**src/rtl/uart_tx_engine_pkg.sv**
```systemverilog
// uart_tx_engine_pkg: shared state encoding and helpers for the UART transmit engine
package uart_tx_engine_pkg;
    localparam int STATE_W = 3;
    typedef enum logic [STATE_W-1:0] {IDLE, START, DATA, PARITY, STOP} tx_state_e;
    function automatic logic parity_bit(input logic [31:0] data, input logic eps, input logic sp);
        return sp ? ~eps : (eps ? ^data : ~^data);
    endfunction
    function automatic int word_len(input logic [1:0] wls, input int min_w, input int max_w);
        return (min_w + int'(wls) > max_w) ? max_w : min_w + int'(wls);
    endfunction
endpackage

```
**src/rtl/uart_tx_engine_if.sv**
```systemverilog
// uart_tx_engine_if: THR head handshake between the holding register and the transmit engine
interface uart_tx_engine_if #(parameter int DW = 8);
    logic          thr_valid;
    logic [DW-1:0] thr_data;
    logic          thr_pop;
    modport master(output thr_valid, thr_data, input thr_pop);
    modport slave(input thr_valid, thr_data, output thr_pop);
endinterface

```
**src/rtl/uart_tx_engine_bit_timer.sv**
```systemverilog
// uart_tx_engine_bit_timer: counts oversample ticks and flags the last tick of each bit period
module uart_tx_engine_bit_timer #(
    parameter int OVERSAMPLE = 16
) (
    input  logic pclk,
    input  logic presetn,
    input  logic clear,
    input  logic baud_tick,
    output logic bit_done
);
    localparam int TW = OVERSAMPLE > 1 ? $clog2(OVERSAMPLE) : 1;
    localparam logic [TW-1:0] LAST = TW'(OVERSAMPLE - 1);
    logic [TW-1:0] tick_cnt_q, tick_cnt_d;
    assign bit_done = ~clear & baud_tick & (tick_cnt_q == LAST);
    always_comb tick_cnt_d = (clear | bit_done) ? '0 : baud_tick ? tick_cnt_q + 1'b1 : tick_cnt_q;
    always_ff @(posedge pclk or negedge presetn)
        if (!presetn) tick_cnt_q <= '0;
        else tick_cnt_q <= tick_cnt_d;
endmodule

```
**src/rtl/uart_tx_engine.sv**
```systemverilog
// uart_tx_engine: UART transmit FSM with TSR shifter, latched frame config and registered txd
module uart_tx_engine
    import uart_tx_engine_pkg::*;
#(
    parameter int MAX_DATA_WIDTH = 8,
    parameter int MIN_DATA_WIDTH = 5,
    parameter int OVERSAMPLE     = 16
) (
    input  logic            pclk,
    input  logic            presetn,
    input  logic            utrst,
    input  logic            baud_tick,
    input  logic [1:0]      wls,
    input  logic            stb,
    input  logic            pen,
    input  logic            eps,
    input  logic            sp,
    input  logic            bc,
    uart_tx_engine_if.slave thr,
    output logic            txd,
    output logic            tx_busy,
    output logic            temt
);
    localparam int BW = $clog2(MAX_DATA_WIDTH + 1);
    tx_state_e                 state_q, state_d;
    logic [MAX_DATA_WIDTH-1:0] tsr_q, tsr_d, ld_data;
    logic [BW-1:0]             bit_cnt_q, bit_cnt_d, wlen_q, wlen_d, ld_wlen;
    logic                      stb_q, stb_d, pen_q, pen_d, par_q, par_d, stop2_q, stop2_d;
    logic                      txd_q, txd_d, bit_done, load;
    uart_tx_engine_bit_timer #(.OVERSAMPLE(OVERSAMPLE)) u_timer (
        .pclk     (pclk),
        .presetn  (presetn),
        .clear    ((state_q == IDLE) | ~utrst),
        .baud_tick(baud_tick),
        .bit_done (bit_done)
    );
    assign ld_wlen = BW'(word_len(wls, MIN_DATA_WIDTH, MAX_DATA_WIDTH));
    assign ld_data = thr.thr_data & ~({MAX_DATA_WIDTH{1'b1}} << ld_wlen);
    always_comb begin
        state_d   = state_q;
        tsr_d     = tsr_q;
        bit_cnt_d = bit_cnt_q;
        wlen_d    = wlen_q;
        stb_d     = stb_q;
        pen_d     = pen_q;
        par_d     = par_q;
        stop2_d   = stop2_q;
        load      = 1'b0;
        case (state_q)
            IDLE:   load = thr.thr_valid;
            START:  if (bit_done) begin
                state_d   = DATA;
                bit_cnt_d = '0;
            end
            DATA:   if (bit_done) begin
                tsr_d     = tsr_q >> 1;
                bit_cnt_d = bit_cnt_q + 1'b1;
                stop2_d   = 1'b0;
                if (bit_cnt_q == wlen_q - 1'b1) state_d = pen_q ? PARITY : STOP;
            end
            PARITY: if (bit_done) begin
                state_d = STOP;
                stop2_d = 1'b0;
            end
            STOP:   if (bit_done) begin
                if (stb_q & ~stop2_q) stop2_d = 1'b1;
                else begin
                    state_d = IDLE;
                    load    = thr.thr_valid;
                end
            end
            default: state_d = IDLE;
        endcase
        // a pop from IDLE or from the last stop bit reloads straight into START
        if (load) begin
            state_d = START;
            tsr_d   = ld_data;
            wlen_d  = ld_wlen;
            stb_d   = stb;
            pen_d   = pen;
            par_d   = parity_bit(32'(ld_data), eps, sp);
        end
        if (!utrst) begin
            state_d   = IDLE;
            load      = 1'b0;
            tsr_d     = '0;
            bit_cnt_d = '0;
            stop2_d   = 1'b0;
        end
        txd_d = bc ? 1'b0 : state_d == START ? 1'b0 : state_d == DATA ? tsr_d[0] :
                state_d == PARITY ? par_q : 1'b1;
    end
    always_ff @(posedge pclk or negedge presetn)
        if (!presetn) begin
            state_q   <= IDLE;
            tsr_q     <= '0;
            bit_cnt_q <= '0;
            wlen_q    <= '0;
            stb_q     <= 1'b0;
            pen_q     <= 1'b0;
            par_q     <= 1'b0;
            stop2_q   <= 1'b0;
            txd_q     <= 1'b1;
        end else begin
            state_q   <= state_d;
            tsr_q     <= tsr_d;
            bit_cnt_q <= bit_cnt_d;
            wlen_q    <= wlen_d;
            stb_q     <= stb_d;
            pen_q     <= pen_d;
            par_q     <= par_d;
            stop2_q   <= stop2_d;
            txd_q     <= txd_d;
        end
    assign thr.thr_pop = load;
    assign txd         = txd_q;
    assign tx_busy     = state_q != IDLE;
    assign temt        = (state_q == IDLE) & ~thr.thr_valid;
endmodule

```
**src/flat_wrapper.sv**
```systemverilog
// flat-port wrapper written by rule: the top's interface ports become plain ports
module uart_tx_engine_flat import uart_tx_engine_pkg::*;
#(
    parameter int MAX_DATA_WIDTH = 8,
    parameter int MIN_DATA_WIDTH = 5,
    parameter int OVERSAMPLE     = 16
)
  (pclk, presetn, utrst, baud_tick, wls, stb, pen, eps, sp, bc, txd, tx_busy, temt, thr_thr_valid, thr_thr_data, thr_thr_pop);
  uart_tx_engine_if #(.DW(8)) thr_i ();
  input  logic pclk;
  input  logic presetn;
  input  logic utrst;
  input  logic baud_tick;
  input  logic [1:0] wls;
  input  logic stb;
  input  logic pen;
  input  logic eps;
  input  logic sp;
  input  logic bc;
  output logic txd;
  output logic tx_busy;
  output logic temt;
  input wire logic [$bits(thr_i.thr_valid)-1:0] thr_thr_valid;
  input wire logic [$bits(thr_i.thr_data)-1:0] thr_thr_data;
  output wire logic [$bits(thr_i.thr_pop)-1:0] thr_thr_pop;
  assign thr_i.thr_valid = thr_thr_valid;
  assign thr_i.thr_data = thr_thr_data;
  assign thr_thr_pop = thr_i.thr_pop;
  uart_tx_engine #(.MAX_DATA_WIDTH(MAX_DATA_WIDTH), .MIN_DATA_WIDTH(MIN_DATA_WIDTH), .OVERSAMPLE(OVERSAMPLE)) u_core (.pclk(pclk), .presetn(presetn), .utrst(utrst), .baud_tick(baud_tick), .wls(wls), .stb(stb), .pen(pen), .eps(eps), .sp(sp), .bc(bc), .thr(thr_i), .txd(txd), .tx_busy(tx_busy), .temt(temt));
endmodule
```
**config.mk**
```make
export PLATFORM = sky130hd
export DESIGN_NAME = uart_tx_engine_flat
export DESIGN_NICKNAME = d
export VERILOG_FILES = /design/src/rtl/uart_tx_engine_pkg.sv /design/src/rtl/uart_tx_engine_if.sv /design/src/rtl/uart_tx_engine_bit_timer.sv /design/src/rtl/uart_tx_engine.sv /design/src/flat_wrapper.sv
export SDC_FILE = /design/constraint.sdc
export NUM_CORES = 1
export LEC_CHECK = 0
export ABC_AREA = 0
export CAP_MARGIN = 20
export CORE_ASPECT_RATIO = 1.5
export CORE_UTILIZATION = 60
export CTS_BUF_LIST = sky130_fd_sc_hd__clkbuf_8
export DETAILED_ROUTE_END_ITERATION = 10
export PLACE_DENSITY_LB_ADDON = 0.25
export SETUP_SLACK_MARGIN = 0.4
export SLEW_MARGIN = 10
export SYNTH_ARGS = -nofsm -noshare
export SYNTH_HDL_FRONTEND = slang
export SYNTH_SLANG_ARGS = --single-unit
```
**constraint.sdc**
```tcl
create_clock -name pclk -period 6.2 [get_ports pclk]
set_input_delay 1.86 -clock pclk [delete_from_list [all_inputs] [get_ports pclk]]
set_output_delay 1.86 -clock pclk [all_outputs]
set_load 0.05 [all_outputs]
```
==> impl_metrics.json <==
{
  "cts_sinks": 28,
  "boundaryPins": 24,
  "p_per_area_nw_per_um2": 199,
  "grt.overflow.total": 0,
  "cts_resized": 0,
  "synth_area_leader_cell": "dfrtp_1",
  "dieWidth_um": 46.8,
  "grt_max_degree": 29,
  "synth_area_per_cell_sq_um": 9.45,
  "h-tree-depth": 1,
  "p_leak_nw": 0.890,
  "ys.flop_type": "dfrtp_1",
  "fin_crit_ns": 5.61,
  "crit_required_ns": 4.34,
  "syn2layout_area_growth_pct": 15.9,
  "drv_cap": 0,
  "port_buffers": 23,
  "rr_startpoint": "u_core.u_timer.tick_cnt_q[0]",
  "core_area_sq_um": 2880,
  "grt_pass1_wl_um": 6360,
  "row_count": 24,
  "pwr-share-seq_pct": 49.3,
  "startpoint": "baud_tick",
  "start_util_pct": 62.6,
  "drt_iter0_drc": 30,
  "p_sw_share_pct": 28.2,
  "cpPeakStageDelay_ns": 0.62,
  "viasPerCell": 5.69,
  "cp_cell_sequence": "clkdlybuf4s50_1 > and4_1 > a31oi_1 > or2_1 > nor2_1 > buf_12",
  "first_pass_iters": 4,
  "synth_edf_count": 0,
  "cp_max_fo": 8,
  "grt_antenna_before_repair": 0,
  "hold_viol": 0,
  "pre_cts_slack_ns": 0.633,
  "worstHoldStart": "u_core.par_q",
  "postCtsSetupBuffers": 0,
  "hold_buffers": 0,
  "cp-end-kind": "output port",
  "tightest_slew_ns": 0.716,
  "synthArstFlopShare_pct": 100,
  "synth_fp_nets": 217,
  "synth_commonest_cells": "dfrtp_1 (27), nand2_1 (26), nor2_1 (18)",
  "p_comb_share_pct": 23.2,
  "setup_viol": 0,
  "postRouteAntennaNets": 0,
  "crit_path_start_kind": "input port",
  "fmax_ghz": 0.178,
  "antenna_cells": 0,
  "fin_setup_tns_ns": 0,
  "place.gp.congestion": 0.871,
  "clk_pin_slew_ns": 0.10,
  "timing.slew.headroom_pct": 52.1,
  "cp_slowest_cell": "clkdlybuf4s50_1",
  "status": "complete, no violations",
  "die_y_um": 69.2,
  "yosysTopAreaCellShare_pct": 37.4,
  "crit_family": "simple AND/OR/NAND/NOR gates",
  "arrival_ns": 3.75,
  "yosys_register_bits": 28,
  "worstHoldPathType": "reg2reg",
  "drive_above_1_share_pct": 10.5,
  "layout.nets": 237,
  "final_max_slew_viol_count": 0,
  "path_buf_inv": 2,
  "routed_wl_um": 3640,
  "vias": 1417,
  "dieArea_sq_um": 3240,
  "yosysWarnings": 0,
  "cts-root-buf": "clkbuf_8",
  "skew_ns": 0.00861,
  "grt_pass1_vias": 1431,
  "ir_worst_vdd_mv": 0.159,
  "rsz0062_at_grt": "no",
  "ys_types": 53,
  "crit_type": "in2out",
  "cts_buffer_depth": 2,
  "cts_tree": "built",
  "clkPwrFrac_pct": 27.5,
  "hpwl_um": 2790,
  "finalCritPeriodShare_pct": 90.5,
  "final_util_pct": 72.6,
  "clk_latency_ns": 0.28,
  "ys_seq_area_share_pct": 38.9,
  "post_dp_cell_area_sq_um": 2040,
  "yosysMostFrequentCell": "dfrtp_1",
  "syn_inst": 191,
  "synth_area_leaders": "dfrtp_1 (37%), nand2_1 (5.4%), ha_1 (4.2%)",
  "worst_slack_ns": 0.590,
  "syn-cell-area_sq_um": 1810,
  "fin_area_sq_um": 2090,
  "cts_made_buffers": 3,
  "track_usage_pct": 26.1,
  "avgRoutedWirePerCell_um": 14.6,
  "p_int_mw": 0.298,
  "drc": 0,
  "switching_power_mw": 0.117
}
==> kinds of logic after synthesis <==
family                     count (synthesis)  share of synthesized area [%]
muxes                                      2                           1.39
buffers and inverters                     21                           6.31
adders and majority gates                  6                           4.16
AOI/OAI and AO/OA                         45                           19.1
xor gates and xnor gates                  14                           8.32
and+or+nand+nor                           75                           21.8
DFF                                       28                           38.9
==> flip-flops by register name, summed over array words and instances (netlist names) <==
name and count:
u_core.state_q 3, u_core.wlen_q 4, u_core.pen_q 1, u_core.stb_q 1, u_core.tsr_q 8, u_core.txd 1, u_core.stop2_q 1, u_core.bit_cnt_q 4
u_core.par_q 1, u_core.u_timer.tick_cnt_q 4
==> final cells by class <==
cell class | instances | area [sq um]
Clock buffer | 4 | 55.1
Fill cell | 225 | 791
Inverter | 11 | 41.3
Multi-Input combinational cell | 142 | 990
Sequential cell | 28 | 702
Tap cell | 39 | 48.8
Timing Repair Buffer | 25 | 255
==> routing by layer <==
metal / vias to the layer above / wire length (um) / GRT usage, %
met3: 7 / 77 / 2.08
met4: 0 / 62 / 8.25
met1: 672 / 1560 / 33.9
met2: 27 / 1930 / 44.1
met5: - / 0 / 0
li1: 711 / - / -
==> power groups by stage <==
stage	clock network [mW]	logic, mW	registers, mW
after floorplan	0	0.0652	0.207
after global placement	0	0.0930	0.208
after detailed placement	0	0.0966	0.209
after CTS	0.114	0.0973	0.205
after global routing	0.121	0.107	0.206
final	0.114	0.0962	0.205
==> through the flow <==
step / hold WS [ns] / cells / power (mW)
3_5_place_dp: 0.480 / 245 / 0.305
6_report: 0.500 / 249 / 0.415
2_1_floorplan: 0.447 / 191 / 0.272
4_1_cts: 0.500 / 249 / 0.416
3_3_place_gp: 0.463 / 245 / 0.301
5_1_grt: 0.557 / 249 / 0.434
==> worst reg2reg max path: stages (launching register included) <==
cell     delay (ns)
dfrtp_1        0.43
ha_1           0.26
and4_1         0.36
a31oi_1        0.17
nor2_1         0.59
o21ai_2        0.14
a21oi_1        0.15
o21ba_1        0.15
==> cell usage in the layout, fill, tap and decap left out, types with 3 or more instances in the layout <==
master / n
clkbuf_8: 4
nor2_1: 18
xnor2_1: 7
dfrtp_1: 27
clkdlybuf4s50_1: 22
ha_1: 6
o21ai_0: 8
nand3_1: 7
a21oi_1: 11
nand2b_1: 5
nand2_1: 26
inv_1: 11
a311oi_2: 4
o21a_1: 3
xor2_1: 5
and3_1: 3
==> final timing paths <==
kind | slack [ns] | depth (start not counted) | to
max | 0.59 | 6 | thr_thr_pop
min | 0.50 | 2 | u_core.par_q
max reg2reg | 3.89 | 7 | u_core.txd
min reg2reg | 0.50 | 2 | u_core.par_q
max in group asynchronous | 3.95 | 2 | u_core.txd
min in group asynchronous | 1.95 | 2 | u_core.tsr_q[4]
No activity file was read; power rests on OpenSTA's default activity.
